**src/rtl/stopwatch_lap_ctrl.sv**
```systemverilog
// stopwatch_lap_ctrl: hh:mm:ss:cc BCD stopwatch with start/stop/split control and a lap memory
module stopwatch_lap_ctrl #(
  parameter int CLK_FREQ = 100_000_000,
  parameter int TICK_FREQ = 100,
  parameter int LAP_DEPTH = 8,
  localparam int AW = $clog2(LAP_DEPTH)
) (
  input  logic          clk,
  input  logic          rst,
  input  logic          start,
  input  logic          stop,
  input  logic          split,
  input  logic [AW-1:0] lap_rd_idx,
  output logic [31:0]   disp_bcd,
  output logic [31:0]   lap_rd_bcd,
  output logic [AW:0]   lap_count,
  output logic          lap_full,
  output logic [1:0]    state,
  output logic          ovf
);
  localparam int DIV = CLK_FREQ / TICK_FREQ;
  localparam int DW = $clog2(DIV);
  localparam logic [DW-1:0] DIV_MAX = DW'(DIV - 1);
  localparam logic [AW:0] DEPTH = (AW + 1)'(LAP_DEPTH);

  typedef enum logic [1:0] {IDLE = 2'b00, RUNNING = 2'b01, SPLIT = 2'b10, STOPPED = 2'b11} state_t;

  state_t state_q, state_d;
  logic start_q, stop_q, split_q;
  logic [DW-1:0] div_q, div_d;
  logic [31:0] cnt_q, cnt_d, cnt_inc, snap_q, snap_d, lap_rd_q, lap_rd_d;
  logic ovf_q, ovf_d, wrap;
  logic [AW:0] lap_count_q, lap_count_d;
  logic [31:0] lap_q [LAP_DEPTH];
  logic [31:0] lap_d [LAP_DEPTH];
  logic ev_start, ev_stop, ev_split, run, tick, clr, snap_ev, wr;

  // Ripple increment over the eight digits; tens of seconds/minutes roll at 5, the rest at 9.
  function automatic logic [32:0] bcd_inc(input logic [31:0] v);
    logic [31:0] r;
    logic c;
    r = v;
    c = 1'b1;
    for (int i = 0; i < 8; i++) begin
      if (c) begin
        if (r[4*i +: 4] == ((i == 3 || i == 5) ? 4'd5 : 4'd9)) r[4*i +: 4] = 4'd0;
        else begin
          r[4*i +: 4] = r[4*i +: 4] + 4'd1;
          c = 1'b0;
        end
      end
    end
    return {c, r};
  endfunction

  always_comb begin
    ev_stop = stop & ~stop_q;
    ev_split = split & ~split_q & ~ev_stop;
    ev_start = start & ~start_q & ~ev_stop & ~ev_split;
    run = state_q == RUNNING || state_q == SPLIT;
    tick = run && div_q == DIV_MAX;
    clr = state_q == STOPPED && ev_split;
    snap_ev = run && ev_split;
    wr = snap_ev && lap_count_q != DEPTH;
    {wrap, cnt_inc} = bcd_inc(cnt_q);
    state_d = state_q;
    case (state_q)
      IDLE:    state_d = ev_start ? RUNNING : IDLE;
      RUNNING: state_d = ev_stop ? STOPPED : ev_split ? SPLIT : RUNNING;
      SPLIT:   state_d = ev_stop ? STOPPED : ev_start ? RUNNING : SPLIT;
      STOPPED: state_d = ev_start ? RUNNING : ev_split ? IDLE : STOPPED;
    endcase
    div_d = (clr || tick) ? '0 : run ? div_q + 1'b1 : div_q;
    cnt_d = clr ? '0 : tick ? cnt_inc : cnt_q;
    ovf_d = clr ? 1'b0 : ovf_q | (tick & wrap);
    snap_d = snap_ev ? cnt_q : snap_q;
    lap_count_d = clr ? '0 : wr ? lap_count_q + 1'b1 : lap_count_q;
    lap_d = lap_q;
    if (wr) lap_d[lap_count_q[AW-1:0]] = cnt_q;
    lap_rd_d = ({1'b0, lap_rd_idx} < lap_count_q) ? lap_q[lap_rd_idx] : '0;
  end

  // History flops start high so a button held through reset release is not an edge.
  always_ff @(posedge clk or negedge rst) begin
    if (!rst) begin
      state_q <= IDLE;
      start_q <= 1'b1;
      stop_q <= 1'b1;
      split_q <= 1'b1;
      div_q <= '0;
      cnt_q <= '0;
      snap_q <= '0;
      ovf_q <= 1'b0;
      lap_count_q <= '0;
      lap_rd_q <= '0;
      lap_q <= '{default: '0};
    end else begin
      state_q <= state_d;
      start_q <= start;
      stop_q <= stop;
      split_q <= split;
      div_q <= div_d;
      cnt_q <= cnt_d;
      snap_q <= snap_d;
      ovf_q <= ovf_d;
      lap_count_q <= lap_count_d;
      lap_rd_q <= lap_rd_d;
      lap_q <= lap_d;
    end
  end

  assign disp_bcd = state_q == SPLIT ? snap_q : cnt_q;
  assign lap_rd_bcd = lap_rd_q;
  assign lap_count = lap_count_q;
  assign lap_full = lap_count_q == DEPTH;
  assign state = state_q;
  assign ovf = ovf_q;
endmodule
```
**config.mk**
```make
export PLATFORM = sky130hd
export DESIGN_NAME = stopwatch_lap_ctrl
export DESIGN_NICKNAME = d
export VERILOG_FILES = /design/src/rtl/stopwatch_lap_ctrl.sv
export SDC_FILE = /design/constraint.sdc
export NUM_CORES = 1
export LEC_CHECK = 0
export BUFFER_PORTS_ARGS = -buffer_cell sky130_fd_sc_hd__buf_2
export CAP_MARGIN = 20
export CORE_MARGIN = 3
export CORE_UTILIZATION = 60
export DETAILED_ROUTE_END_ITERATION = 10
export PLACE_DENSITY = 0.8
export SLEW_MARGIN = 0
export SYNTH_ARGS = -nofsm -noshare
export SYNTH_HDL_FRONTEND = slang
export SYNTH_SLANG_ARGS = --single-unit
```
**constraint.sdc**
```tcl
create_clock -name clk -period 6.8 [get_ports clk]
set_clock_uncertainty 0.2 [all_clocks]
set_input_delay 0.34 -clock clk [delete_from_list [all_inputs] [get_ports clk]]
set_output_delay 0.34 -clock clk [all_outputs]
set_load 0.01 [all_outputs]
```
Word-level counts from Yosys, hierarchy flattened
Index checks and enable logic that the tools add are counted.
{"block": "classes", "bitwise": 15, "n_lt_le_gt_ge": 4, "reduce_logical": 25, "addsub": 10, "mux": 53, "n_eq_ne": 14}
{"operator": "256-bit bitwise mux", "n": 1}
{"operator": "32-bit 2-to-1 mux", "n": 7}
{"operator": "32-bit binary-select mux with 3-bit select", "n": 1}
{"operator": "32-bit demux with 3-bit select", "n": 1}
{"operator": "4-bit 2-to-1 mux", "n": 17}
{"operator": "20-bit 2-to-1 mux", "n": 2}
{"operator": "4-bit by 1-bit adder with 4-bit output, second input constant", "n": 9}
{"operator": "4-bit == test, second input constant", "n": 7}
{"operator": "20-bit by 1-bit adder with 20-bit output, second input constant", "n": 1}
{"operator": "20-bit == test, second input constant", "n": 1}
{"operator": "2-bit nonzero test", "n": 10}
{"operator": "1-bit 2-to-1 mux", "n": 17}
{"operator": "2-bit AND reduction", "n": 7}
{"operator": "2-bit 2-to-1 mux", "n": 6}
{"operator": "4-bit by 3-bit == test with 1-bit output, second input constant", "n": 2}
{"operator": "4-bit >= comparator, second input constant", "n": 2}
{"operator": "3-bit inverter with 4-bit output", "n": 2}
{"operator": "2-bit one-hot mux with 4 select lines", "n": 1}
{"operator": "1-bit AND", "n": 7}
{"operator": "1-bit logical AND", "n": 5}
{"operator": "1-bit inverter", "n": 5}
{"operator": "2-bit == test, second input constant", "n": 2}
{"operator": "3-bit by 4-bit less-than comparator with 1-bit output", "n": 1}
{"operator": "4-bit by 1-bit less-than comparator with 1-bit output, second input constant", "n": 1}
{"operator": "other kinds (5)", "n": 6}
{"block": "word_totals", "word_cells": 146, "out_inout_bits": 72, "ff_bits": 382}

Logic depth before layout (Yosys ltp)
Gate-level depths: netlist (run 1).
{"block": "depth", "depth_word": 12, "ltp_mapped": 10, "depth_no_buf": 7}

Worst setup path before layout (run 1)
Ideal clock, no wire load.
{"block": "synth_path", "kind": "register to register", "from": "register lap_count_q[0], in the netlist lap_count[0]", "to": "register lap_q[193] in the netlist's numbering", "path_slack_ns": 4.212, "setup_time_ns": 0.125, "required_ns": 6.475, "path_stages_with_launch": 8, "arrival_time_ns": 2.263, "path_cell_list": "dfrtp_1 -> inv_1 -> ha_1 -> and3_1 -> or3_1 -> nor2_1 -> buf_2 -> mux2_2"}
{"block": "synth_via", "elab_chain_cells": 6}
{"item": "start: declaration", "line": "33", "source": "logic [AW:0] lap_count_q, lap_count_d;"}
{"item": "start signal: assignment", "line": "106", "source": "lap_count_q <= lap_count_d;"}
{"item": "3-bit inverter with 4-bit output (implied by the code)", "line": "79", "source": "if (wr) lap_d[lap_count_q[AW-1:0]] = cnt_q;"}
{"item": "4-bit >= comparator (implied by the code) / 4-bit by 1-bit less-than comparator with 1-bit output (equally long branches)", "line": "79"}
{"item": "1-bit logical AND (implied by the code)", "line": "79"}
{"item": "32-bit 2-to-1 mux (implied by the code)", "line": "79"}
{"item": "32-bit demux with 3-bit select", "line": "79"}
{"item": "256-bit bitwise mux", "line": "79"}
{"item": "end signal: assignment", "line": "108", "source": "lap_q <= lap_d;"}
{"item": "end: declaration", "line": "34", "source": "logic [31:0] lap_q [LAP_DEPTH];"}
Parallel ways exist; a longest one is shown, timed or not.
A chain may end at the register's enable or synchronous reset.

Worst setup path after layout (run 1)
{"block": "layout_path", "from": "register state_q[0], in the netlist state[0]", "to": "register lap_q[173] in the netlist's numbering"}
{"block": "layout_via", "elab_chain_cells": 4}
{"item": "start: declaration", "line": "28", "source": "state_t state_q, state_d;"}
{"item": "start signal: assignment", "line": "98", "source": "state_q <= state_d;"}
{"item": "2-bit by 1-bit == test with 1-bit output / 2-bit == test (equally long branches)", "line": "60", "source": "run = state_q == RUNNING || state_q == SPLIT;"}
{"item": "1-bit logical OR (*)", "line": "60"}
{"item": "1-bit logical AND (*)", "line": "63", "source": "snap_ev = run && ev_split;"}
{"item": "1-bit logical AND (*)", "line": "64", "source": "wr = snap_ev && lap_count_q != DEPTH;"}
Every way passes the cells marked *; elsewhere a longest branch is shown, timed or not.

==> impl_results.md, run 1 <==
- Number of buffers created by CTS: 40
- Crit path cell chain: inv_1 -> ha_1 -> nand3_2 -> buf_12 -> or3_1 -> nor2_4 -> buf_16 -> mux2_2
- Final setup fails: 0
- Post-DRT Antenna Nets: 0
- Max Fclk: 0.281 GHz
- H-tree levels: 2
- Number of detailed-route iterations in the first pass: 5
- Largest net degree at the start of global routing: 188
- Syn Nets: 1279
- Clk slew on worst S/H paths: 0.06 ns
- Total number of vias: 10300
- Initial antenna violation count: 0
- CP Buf/Inv Count: 3
- PD cells: 315 mW/mm2
- Root Driver: clkbuf_16
- Synth Flop Type: dfrtp_1
- Area Growth Syn to Fin: 12.5%
- Final Cell Area: 0.0194 mm2
- Nets: 1323
- Max-cap violations: 0
- Hold_ws: 0.272 ns
- Dpl cell area: 0.0179 mm2
- Final Hold Vio Count: 0
- Clk sinks: 382
- Routed length per instance: 21.1 um
- Num ports: 80
- Final min period: 3.56 ns
- Core Util, Final: 0.692
- Final Max Slew Viols: 0
- Flops & latches, synth: 382
- Yosys cell types: 48
- DIE HEIGHT: 176 um
- Layout cells sized above 1: 0.394
- CTS-repair resized insts: 0
- Sequential area share after synthesis: 0.553
- Worst-Skew Late Latency: 0.52 ns
- Port bufs: 79
- Crit Path Class: register to register
- Max VDD drop: 0.186 mV
- Vias/cell: 6.02
- Flip-flop and latch area: 0.00956 mm2
- Total Routing Usage GR: 0.239
- RSZ-0062 raised after global routing: no
- CP max-delay cell: nor2_4
- Chip width: 176 um
- Final Cycle Share: 0.524
- Final HPWL DP: 21600 um
- Cell Area, Synth: 0.0173 mm2
- Initial core utilization: 0.615
- CTS tree: built
- Slowest stage delay, CP: 0.58 ns
- ANT cells: 0
- WP data required: 7.01 ns
- Synth area leader: dfrtp_1
- Worst slew pin tran: 1.05 ns
- Routed WL: 36300 um
- Largest cells by area after synthesis: dfrtp_1 55%, mux2_2 19%, mux4_2 8.3%
- Core footprint: 0.0281 mm2
- Synth Warn #: 0
- Lkg Pwr: 0.00913 uW
- Status: finished clean
- Post-synth EDFFs: 0
- Multi-input logic area: 0.00731 mm2
- Setup crit end kind: register
- First-iteration detailed-routing DRC count: 796
- Top cell type's share of synthesized area: 0.549
- Fillers: 1922
- Post-synth ARST share: 1.00
- DR DRC count: 0
- Worst Hold Class: input port to register
- Vias in the first global route: 10900
- CTS max path bufs: 3
- Row count: 61
- Crit path DAT: 3.77 ns
- Die area: 0.0309 mm2
- Setup_tns: 0 ns
- Grt total ovfl: 0
- GPL Wtd Cong: 0.773
- Synth Area per Inst: 13.7 um2
- Worst rel slew slack: 0.297
- First-pass GRT wire length: 58700 um
- Max FO, Critical Path: 39
- Cells after Synth: 1262
- Critical path launch point type: register
- Top Family by Delay on Critical Path: simple AND/OR/NAND/NOR gates
sequential cells by signal (all words and copies together) (netlist names):
register and count:
split_q 1, start_q 1, div_q 20, lap_rd_bcd 32
lap_q 256, snap_q 32, state 2, cnt_q 32
stop_q 1, ovf 1, lap_count 4
repair_timing:
action	in CTS	in global routing
endpoints found under the hold margin	114	0
setup buffers	0	0
hold buffers	4	0
logic make-up (layout without fill, tap and decap cells):
family / Yosys count / after routing / synth area share
xor gates and xnor gates: 26 / 26 / 0.0132
buffers and inverters: 118 / 194 / 0.0277
muxes: 404 / 404 / 0.302
and+or+nand+nor: 246 / 246 / 0.0728
adders and majority gates: 9 / 9 / 0.00652
AOI/OAI and AO/OA: 77 / 77 / 0.0248
DFF: 382 / 382 / 0.553
routing by layer:
layer / vias to the layer above / global-route usage / part of all wire
met2: 238 / 0.404 / 0.49
met1: 5425 / 0.331 / 0.44
met4: 0 / 0.0581 / 0.020
li1: 4608 / - / -
met5: - / 0 / 0
met3: 52 / 0.0370 / 0.046
Yosys cell counts, types with 4 or more instances:
master     number
clkbuf_1       64
mux2i_1        46
and3_1          4
nand3b_1        5
a31oi_1         4
mux4_2         64
mux2_1          8
and4_1          5
ha_1            9
a21oi_1        23
nor2_1         87
nor3b_1         4
nor2b_1         6
inv_1          20
nand2b_1        4
dfrtp_1       379
nand4_1        13
o31ai_1         4
nand3_1        19
xnor2_1        17
nor4b_1         4
xor2_1          9
nand4bb_1       5
nand2_1        52
buf_1           5
mux2_2        286
or3_1           6
o21ai_0        35
o21a_1          5
nor3_1         11
buf_2          27
or4_1           7
nor4_1          6
per-stage QoR:
stage	std cells	worst slack (ns)	power, uW
2_1_floorplan	1262	4.21	3650
3_3_place_gp	1633	2.51	3920
3_5_place_dp	1633	2.39	3990
4_1_cts	1711	2.35	6180
5_1_grt	1716	3.06	6420
6_report	1716	3.24	6130
report_power, final:
| part | switching (uW) | total (uW) | internal [uW] |
|---|---|---|---|
| Sequential | 293 | 3020 | 2730 |
| Clock | 869 | 2180 | 1310 |
| Combinational | 412 | 930 | 518 |
final timing paths:
check / start / end / slack [ns] / cells past startpoint
worst max-delay path: state[0]$_DFF_PN0_ / lap_q[173]$_DFFE_PN0P_ / 3.24 / 8
worst min-delay path: split / split_q$_DFF_PN1_ / 0.27 / 2
worst max register to register: state[0]$_DFF_PN0_ / lap_q[173]$_DFFE_PN0P_ / 3.24 / 8
worst min register to register: snap_q[10]$_DFFE_PN0P_ / snap_q[10]$_DFFE_PN0P_ / 0.28 / 2
max in group asynchronous: rst / lap_q[24]$_DFFE_PN0P_ / 4.65 / 3
min in group asynchronous: rst / div_q[18]$_DFFE_PN0P_ / 0.28 / 2
area by class of cell:
| type | instances | share of cell area |
|---|---|---|
| clock buffers | 63 | 0.0627 |
| clock inverters | 11 | 0.00605 |
| inverters | 20 | 0.00386 |
| multi-input cells | 762 | 0.376 |
| flip-flops and latches | 382 | 0.492 |
| well taps | 378 | 0.0243 |
| repair buffers | 100 | 0.0350 |
layout by cell type, fill, tap and decap left out, types with 6 or more instances in the layout:
master,n
inv_1,20
mux4_2,64
nand3_1,18
nor4_1,6
mux2_2,286
nor3_1,10
or3_1,6
mux2i_1,46
nor2_4,7
or4_1,7
nor2b_1,6
mux2_1,8
dfrtp_1,379
buf_4,12
clkbuf_1,11
a21oi_1,23
nand2_1,52
xnor2_1,17
ha_1,8
nor2_1,80
clkbuf_8,11
xor2_1,9
buf_2,77
clkbuf_16,41
o21ai_0,35
nand4_1,13
worst register-to-register path: stages, from the launching register on:
cell	delay (ns)
dfrtp_1	0.40
inv_1	0.08
ha_1	0.48
nand3_2	0.31
buf_12	0.28
or3_1	0.50
nor2_4	0.58
buf_16	0.24
mux2_2	0.37
No activity file was read; power rests on OpenSTA's default activity.
==> run 2, diff against run 1 <==
- CORE_UTILIZATION: 60 -> 56
- PLACE_DENSITY: 0.8 -> 0.79
- clock period: 6.8 -> 3 ns (I/O delays scaled with it)
==> run 2 against run 1 <==
  * The run now ends with negative hold slack left
  * Count of clock-buffer cells in the layout fell by 1
  * Sequential share of layout area decreased by 0.89 points
  * Via count grew 2.4%
  * Die area up 6.9%
  * Core utilization shrank 3.3 points
  * Final area rose by 1.8%
  * Critical endpoint is now cnt_q[20]$_DFFE_PN0P_
==> impl_results.md, run 2 (synthesis results as in run 1) <==
- Most common cell after layout, fill and taps aside: dfrtp_1
- Root Driver: clkbuf_16
- Worst slew pin tran: 1.03 ns
- CTS tree: built
- Final setup fails: 0
- Chip width: 182 um
- Clk sinks: 382
- CP max-delay cell: or4_1
- Largest net degree at the start of global routing: 74
- Crit path DAT: 3.00 ns
- DR WL met3: 2050 um
- Max FO, Critical Path: 9
- Met2 wire len: 18700 um
- Total number of vias: 10600
- First-iteration detailed-routing DRC count: 846
- PD cells: 699 mW/mm2
- Max VDD drop: 0.496 mV
- Routed length per instance: 21.5 um
- Final Cell Area: 0.0198 mm2
- DR DRC count: 0
- DIE HEIGHT: 182 um
- CP Buf/Inv Count: 2
- Layout cells sized above 1: 0.412
- Total Routing Usage GR: 0.235
- Worst Hold Class: input port to asynchronous set/reset pin
- Crit path cell chain: inv_1 -> ha_2 -> nand4_1 -> nor2_1 -> buf_4 -> nand4_1 -> or4_1 -> a21oi_1
- Max Fclk: 0.362 GHz
- GPL Wtd Cong: 0.769
- Final HPWL DP: 23400 um
- Hold_ws: -0.00860 ns
- Vias in the first global route: 11300
- Flop-to-flop setup slack: 0.24 ns
- Port bufs: 79
- Number of buffers created by CTS: 40
- Grt total ovfl: 0
- First-pass GRT wire length: 62100 um
- Top Family by Delay on Critical Path: simple AND/OR/NAND/NOR gates
- Vias/cell: 5.99
- Max-cap violations: 0
- Worst rel slew slack: 0.314
- Largest Register: lap_q
- Status: complete, but fails checks
- Final min period: 2.76 ns
- Post-DRT Antenna Nets: 0
- ANT cells: 0
- Final Cycle Share: 0.920
- Core footprint: 0.0300 mm2
- Most common cell on crit path: nand4_1
- WP data required: 3.24 ns
- Setup crit end kind: register
- Number of detailed-route iterations in the first pass: 7
- Die area: 0.0330 mm2
- Area Growth Syn to Fin: 14.6%
- Post-layout total power: 13800 uW
- Most frequent cells in the layout: 379 x dfrtp_1, 286 x mux2_2, 80 x nor2_1, 77 x buf_2, 64 x mux4_2
- Initial core utilization: 0.575
- Nets: 1363
- Routed WL: 37900 um
- Top sig layer: met4
- Final Max Slew Viols: 0
- Slowest stage delay, CP: 0.47 ns
- Dpl cell area: 0.0185 mm2
- Initial antenna violation count: 0
- Fillers: 2116
- Core Util, Final: 0.659
- Critical path launch point type: register
- Lkg Pwr: 0.00932 uW
- Violated checks: negative hold slack
- Flip-flop count of the largest register after layout: 256
- CTS max path bufs: 3
- Final Hold Vio Count: 7
- WL met1: 16400 um
- Crit Path Class: register to register
- Row count: 63
- Setup_tns: 0 ns
- H-tree levels: 2
- RSZ-0062 raised after global routing: no
- Worst-Skew Late Latency: 0.52 ns
- Clk slew on worst S/H paths: 0.06 ns
- Post-CTS Setup Inserts: 0
- Num ports: 80
run 2: cell types whose count changed in the layout (fill, tap and decap cells not counted), sizes merged:
cell | before | now
buf | 96 | 136
clkbuf | 63 | 62
bufinv | 2 | 1
clkinvlp | 2 | 1
run 2: where the power goes:
group	switching, uW	total, uW	internal, uW
clock network	1940	4810	2870
registers	595	6790	6190
logic	1040	2260	1220
run 2: repair_timing:
item	4_1_cts	5_1_grt
hold buffers	4	0
endpoints found under the hold margin	384	0
gates resized for setup	0	1
setup endpoints to repair	0	2
run 2: final timing paths:
kind | start | endpoint | depth (start not counted)
min in group clk | split | split_q$_DFF_PN1_ | 2
setup / recovery | state[0]$_DFF_PN0_ | cnt_q[20]$_DFFE_PN0P_ | 8
hold reg to reg | snap_q[18]$_DFFE_PN0P_ | snap_q[18]$_DFFE_PN0P_ | 2
hold / removal | rst | div_q[12]$_DFFE_PN0P_ | 2
setup reg to reg | state[0]$_DFF_PN0_ | cnt_q[20]$_DFFE_PN0P_ | 8
max in group asynchronous | rst | lap_q[87]$_DFFE_PN0P_ | 3
run 2: final cells by class:
cell class                      instances  area (um2)  share of cell area
Sequential cell                       382        9560               0.483
Inverter                               20        75.1             0.00379
Clock buffer                           62        1210              0.0614
Timing Repair Buffer                  140        1060              0.0537
Tap cell                              390         488              0.0246
Clock inverter                          9        80.1             0.00404
Multi-Input combinational cell        762        7310               0.369
run 2: metal layers:
metal,vias to the layer above,track usage
met3,55,0.0417
met2,282,0.389
met5,-,0
met4,0,0.0594
li1,4696,-
met1,5534,0.326
run 2: metrics by stage:
stage	std cells	setup WS, ns
4_1_cts	1765	0.192
6_report	1765	0.240
2_1_floorplan	1262	0.412
5_1_grt	1765	0.110
3_5_place_dp	1690	0.239
3_3_place_gp	1690	0.352
